===== src/rtl/bcd_7seg_scan.sv =====
// Three-digit multiplexed seven-segment driver for the packed BCD output of b2bd_LOG.
// Provides leading-zero blanking, a dash for invalid digits, and a frame-latched shadow value.
module bcd_7seg_scan #(
    parameter int DWELL = 4
) (
    input  logic        clk,
    input  logic        rst,
    input  logic [11:0] bdc,
    input  logic        blank,
    output logic [2:0]  an,
    output logic [6:0]  seg,
    output logic        frm
);

    localparam int CW = (DWELL > 1) ? $clog2(DWELL) : 1;
    localparam logic [CW-1:0] CMAX = CW'(DWELL - 1);

    typedef enum logic [1:0] {
        UNITS    = 2'd0,
        TENS     = 2'd1,
        HUNDREDS = 2'd2
    } dig_t;

    dig_t          dig;
    dig_t          dig_nxt;
    logic [CW-1:0] cnt;
    logic          tick;
    logic          load;
    logic [11:0]   shd;
    logic [3:0]    n;
    logic          dblank;
    logic [6:0]    dec;
    logic [2:0]    an_nxt;
    logic [6:0]    seg_nxt;
    logic          frm_pend;

    assign tick = (cnt == CMAX);
    assign load = tick && (dig == HUNDREDS);

    always_ff @(posedge clk) begin
        if (rst) begin
            dig <= UNITS;
        end else begin
            dig <= dig_nxt;
        end
    end

    always_comb begin
        dig_nxt = dig;
        case (dig)
            UNITS:    if (tick) dig_nxt = TENS;
            TENS:     if (tick) dig_nxt = HUNDREDS;
            HUNDREDS: if (tick) dig_nxt = UNITS;
            default:  dig_nxt = UNITS;
        endcase
    end

    // The shadow value only changes at the HUNDREDS->UNITS boundary, so a frame never mixes results.
    always_ff @(posedge clk) begin
        if (rst) begin
            cnt <= '0;
            shd <= 12'h000;
        end else begin
            cnt <= tick ? '0 : cnt + CW'(1);
            if (load) begin
                shd <= bdc;
            end
        end
    end

    always_comb begin
        n      = shd[3:0];
        dblank = 1'b0;
        case (dig)
            UNITS: begin
                n      = shd[3:0];
                dblank = 1'b0;
            end
            TENS: begin
                n      = shd[7:4];
                dblank = (shd[11:8] == 4'd0) && (shd[7:4] == 4'd0);
            end
            HUNDREDS: begin
                n      = shd[11:8];
                dblank = (shd[11:8] == 4'd0);
            end
            default: begin
                n      = shd[3:0];
                dblank = 1'b0;
            end
        endcase
    end

    always_comb begin
        dec = 7'b0111111;
        case (n)
            4'd0: dec = 7'b1000000;
            4'd1: dec = 7'b1111001;
            4'd2: dec = 7'b0100100;
            4'd3: dec = 7'b0110000;
            4'd4: dec = 7'b0011001;
            4'd5: dec = 7'b0010010;
            4'd6: dec = 7'b0000010;
            4'd7: dec = 7'b1111000;
            4'd8: dec = 7'b0000000;
            4'd9: dec = 7'b0010000;
            default: dec = 7'b0111111;
        endcase
    end

    always_comb begin
        an_nxt  = 3'b111;
        seg_nxt = 7'b1111111;
        if (!blank && !dblank) begin
            seg_nxt = dec;
            case (dig)
                UNITS:    an_nxt = 3'b110;
                TENS:     an_nxt = 3'b101;
                HUNDREDS: an_nxt = 3'b011;
                default:  an_nxt = 3'b111;
            endcase
        end
    end

    // frm is delayed one extra stage so it coincides with the first displayed digit of the new value.
    always_ff @(posedge clk) begin
        if (rst) begin
            an       <= 3'b111;
            seg      <= 7'b1111111;
            frm_pend <= 1'b0;
            frm      <= 1'b0;
        end else begin
            an       <= an_nxt;
            seg      <= seg_nxt;
            frm_pend <= load;
            frm      <= frm_pend;
        end
    end

endmodule


===== config.mk =====
export PLATFORM = sky130hd
export DESIGN_NAME = bcd_7seg_scan
export DESIGN_NICKNAME = d
export VERILOG_FILES = /design/src/rtl/bcd_7seg_scan.sv
export SDC_FILE = /design/constraint.sdc
export NUM_CORES = 1
export LEC_CHECK = 0
export CAP_MARGIN = 20
export CORE_MARGIN = 3
export CORE_UTILIZATION = 51
export CTS_BUF_LIST = sky130_fd_sc_hd__clkbuf_2 sky130_fd_sc_hd__clkbuf_4 sky130_fd_sc_hd__clkbuf_8
export DETAILED_ROUTE_END_ITERATION = 10
export HOLD_SLACK_MARGIN = 0.03
export PLACE_DENSITY = 0.8
export REMOVE_ABC_BUFFERS = 1
export SKIP_CTS_REPAIR_TIMING = 1
export SYNTH_ARGS = -nofsm -noshare
export SYNTH_HDL_FRONTEND = slang
export SYNTH_SLANG_ARGS = --single-unit
export TNS_END_PERCENT = 50

===== constraint.sdc =====
create_clock -name clk -period 2.28 [get_ports clk]
set_input_delay 0.456 -clock clk [delete_from_list [all_inputs] [get_ports clk]]
set_output_delay 0.456 -clock clk [all_outputs]
set_load 0.02 [all_outputs]

==> results.ini <==
[outcome]
status = finished clean

[worst_setup_path]
path_class = flop to flop
rr_worst_depth = 8
crit_required_ns = 2.47
start_kind = flop
slowest_stage = ha_1
cp.arrival_ns = 2.32
critPathCaptureType = flop
crit_fanout = 11
max_stage_delay_ns = 0.54
path_cells = inv_1 -> ha_1 -> nor2_1 -> a21oi_2 -> inv_1 -> ha_1 -> a21oi_1 -> o211ai_1

[detailed_routing]
drc = 0
ant_nets = 0
vias = 1027
drtIter0Drc = 21
wl_per_cell_um = 13.1
firstDrtPassIters = 5
routed_via_density = 5.52
wl_um = 2440

[global_route]
grt_pass1_vias = 964
grt_max_degree = 19
grt_usage_pct = 18.3
grt_pass1_wl_um = 3960
antenna_found_initial = 0
grt_overflow = 0

[placed_design]
hpwlAfterDp_um = 1810
place.port_buffers = 25
place.gp.congestion = 0.868

[cts]
cts_tree = yes
clk_pin_slew_ns = 0.14
clk_latency_ns = 0.32
cts_max_level = 1
cts-root-buf = clkbuf_4
cts_sinks = 28
numCtsBuffers = 3
cts_buffer_depth = 2

[synthesis]
ys_warn_count = 0
synth.avg_cell_area_um2 = 8.87
synthCells = 135
seq_area_frac_synth_pct = 46.8
netlist_area_mm2 = 0.00120
synth_cell_type_count = 30
ys_seq_elements = 28

[sta]
fin_crit_sh_pct = 93.5
finalSetupViolations = 0
finalHoldViolations = 0
slew_violations = 0
fin_crit_ns = 2.13
fmax_mhz = 469
holdWs_ns = 0.458
tightest_slew_ns = 0.511
clock_skew_ns = 0.00327
rsz0062_at_grt = no
tns_ns = 0
relSlewSlack_pct = 65.6

[min_path]
hold_depth = 1
hold_class = flop to flop

[power]
ir_drop_mv = 0.489
power_leakage_uw = 0.000542
power_density_mw_per_mm2 = 944

[finish]
layout-drive-gt1-share_pct = 6.92
final_common_cell = nand2_1
area_growth_pct = 25.9
antenna_cells = 0
layout_common_cells = nand2_1 (31), dfxtp_1 (28), clkdlybuf4s50_1 (25)
nets = 184

[floorplanning]
ios = 26
start_util_pct = 57.5
core-area_mm2 = 0.00208
num_rows = 16
die_area_mm2 = 0.00297
die_w_um = 54.5
die_y_um = 54.5

[run]
cap_viol_max_count = 0

==> routing by layer <==
metal	wire length [um]	global-route usage, %
met5	0	0
met4	34	7.88
met3	156	3.00
met2	1180	32.5
met1	1070	21.6
==> synthesized netlist by cell type, drive strengths merged <==
master | n | share of area [%]
a211oi | 2 | 1.3
a21o | 4 | 2.6
a21oi | 18 | 8.2
a22oi | 4 | 2.5
a311oi | 1 | 2.2
and2 | 1 | 0.52
and3 | 1 | 0.52
buf | 4 | 2.2
clkbuf | 2 | 0.63
dfxtp | 28 | 47
ha | 9 | 9.4
inv | 4 | 1.3
nand2 | 31 | 9.7
nand3 | 2 | 0.84
nand4 | 3 | 1.6
nor2 | 6 | 1.9
nor2b | 1 | 0.52
nor3 | 3 | 1.3
nor3b | 1 | 0.63
nor4 | 2 | 1.0
o2111ai | 1 | 0.73
o211ai | 1 | 0.63
o21ai | 5 | 2.4
o311ai | 1 | 0.73
==> state kept, by name, indices dropped and copies added (netlist names) <==
register,flops
frm_pend,1
an,3
shd,12
seg,7
frm,1
cnt,2
dig,2
==> worst max-delay path: cells and delay by family, from the launching register on <==
kind                       cells  cell delay [ns]
DFF                            1             0.42
buffers and inverters          2             0.21
AOI/OAI and AO/OA              3             0.50
and+or+nand+nor                1             0.10
adders and majority gates      2             0.77
==> final timing paths <==
path / from / to / slack, ns
worst max-delay path: dig[0]$_SDFFE_PP0P_ / seg[1]$_SDFF_PP1_ / 0.15
worst min-delay path: cnt[0]$_SDFF_PP0_ / cnt[0]$_SDFF_PP0_ / 0.46
worst max register to register: dig[0]$_SDFFE_PP0P_ / seg[1]$_SDFF_PP1_ / 0.15
worst min register to register: cnt[0]$_SDFF_PP0_ / cnt[0]$_SDFF_PP0_ / 0.46
==> logic make-up (layout without fill, tap and decap cells) <==
logic type	count (synthesis)	count (layout)	synth area share, %
flops	28	28	46.8
buf+inv	10	34	4.07
simple gates	51	51	18.5
fa+ha+maj	9	9	9.40
compound gates	37	37	21.2
==> cell type report <==
type	count	area (um2)
Inverter	4	15.0
Clock buffer	3	22.5
Sequential cell	28	561
Multi-Input combinational cell	97	588
Fill cell	166	574
Timing Repair Buffer	26	258
Tap cell	27	33.8
Clock inverter	1	30.0
==> report_power, final <==
group	total, uW	switching [uW]	internal (uW)
clock	316	139	178
sequential	560	19.2	540
combinational	547	330	217
==> metrics by stage <==
stage / worst slack, ns / power (uW) / instances / instance area, um2 / util (%)
finish: 0.147 / 1420 / 186 / 1510 / 72.4
global route: 0.0219 / 1500 / 186 / 1510 / 72.4
CTS: 0.178 / 1420 / 186 / 1510 / 72.4
detailed placement: 0.215 / 1100 / 182 / 1460 / 69.9
global placement: 0.354 / 1070 / 182 / 1460 / 69.9
floorplan: 0.448 / 929 / 129 / 1160 / -
No activity file was read; power rests on OpenSTA's default activity.
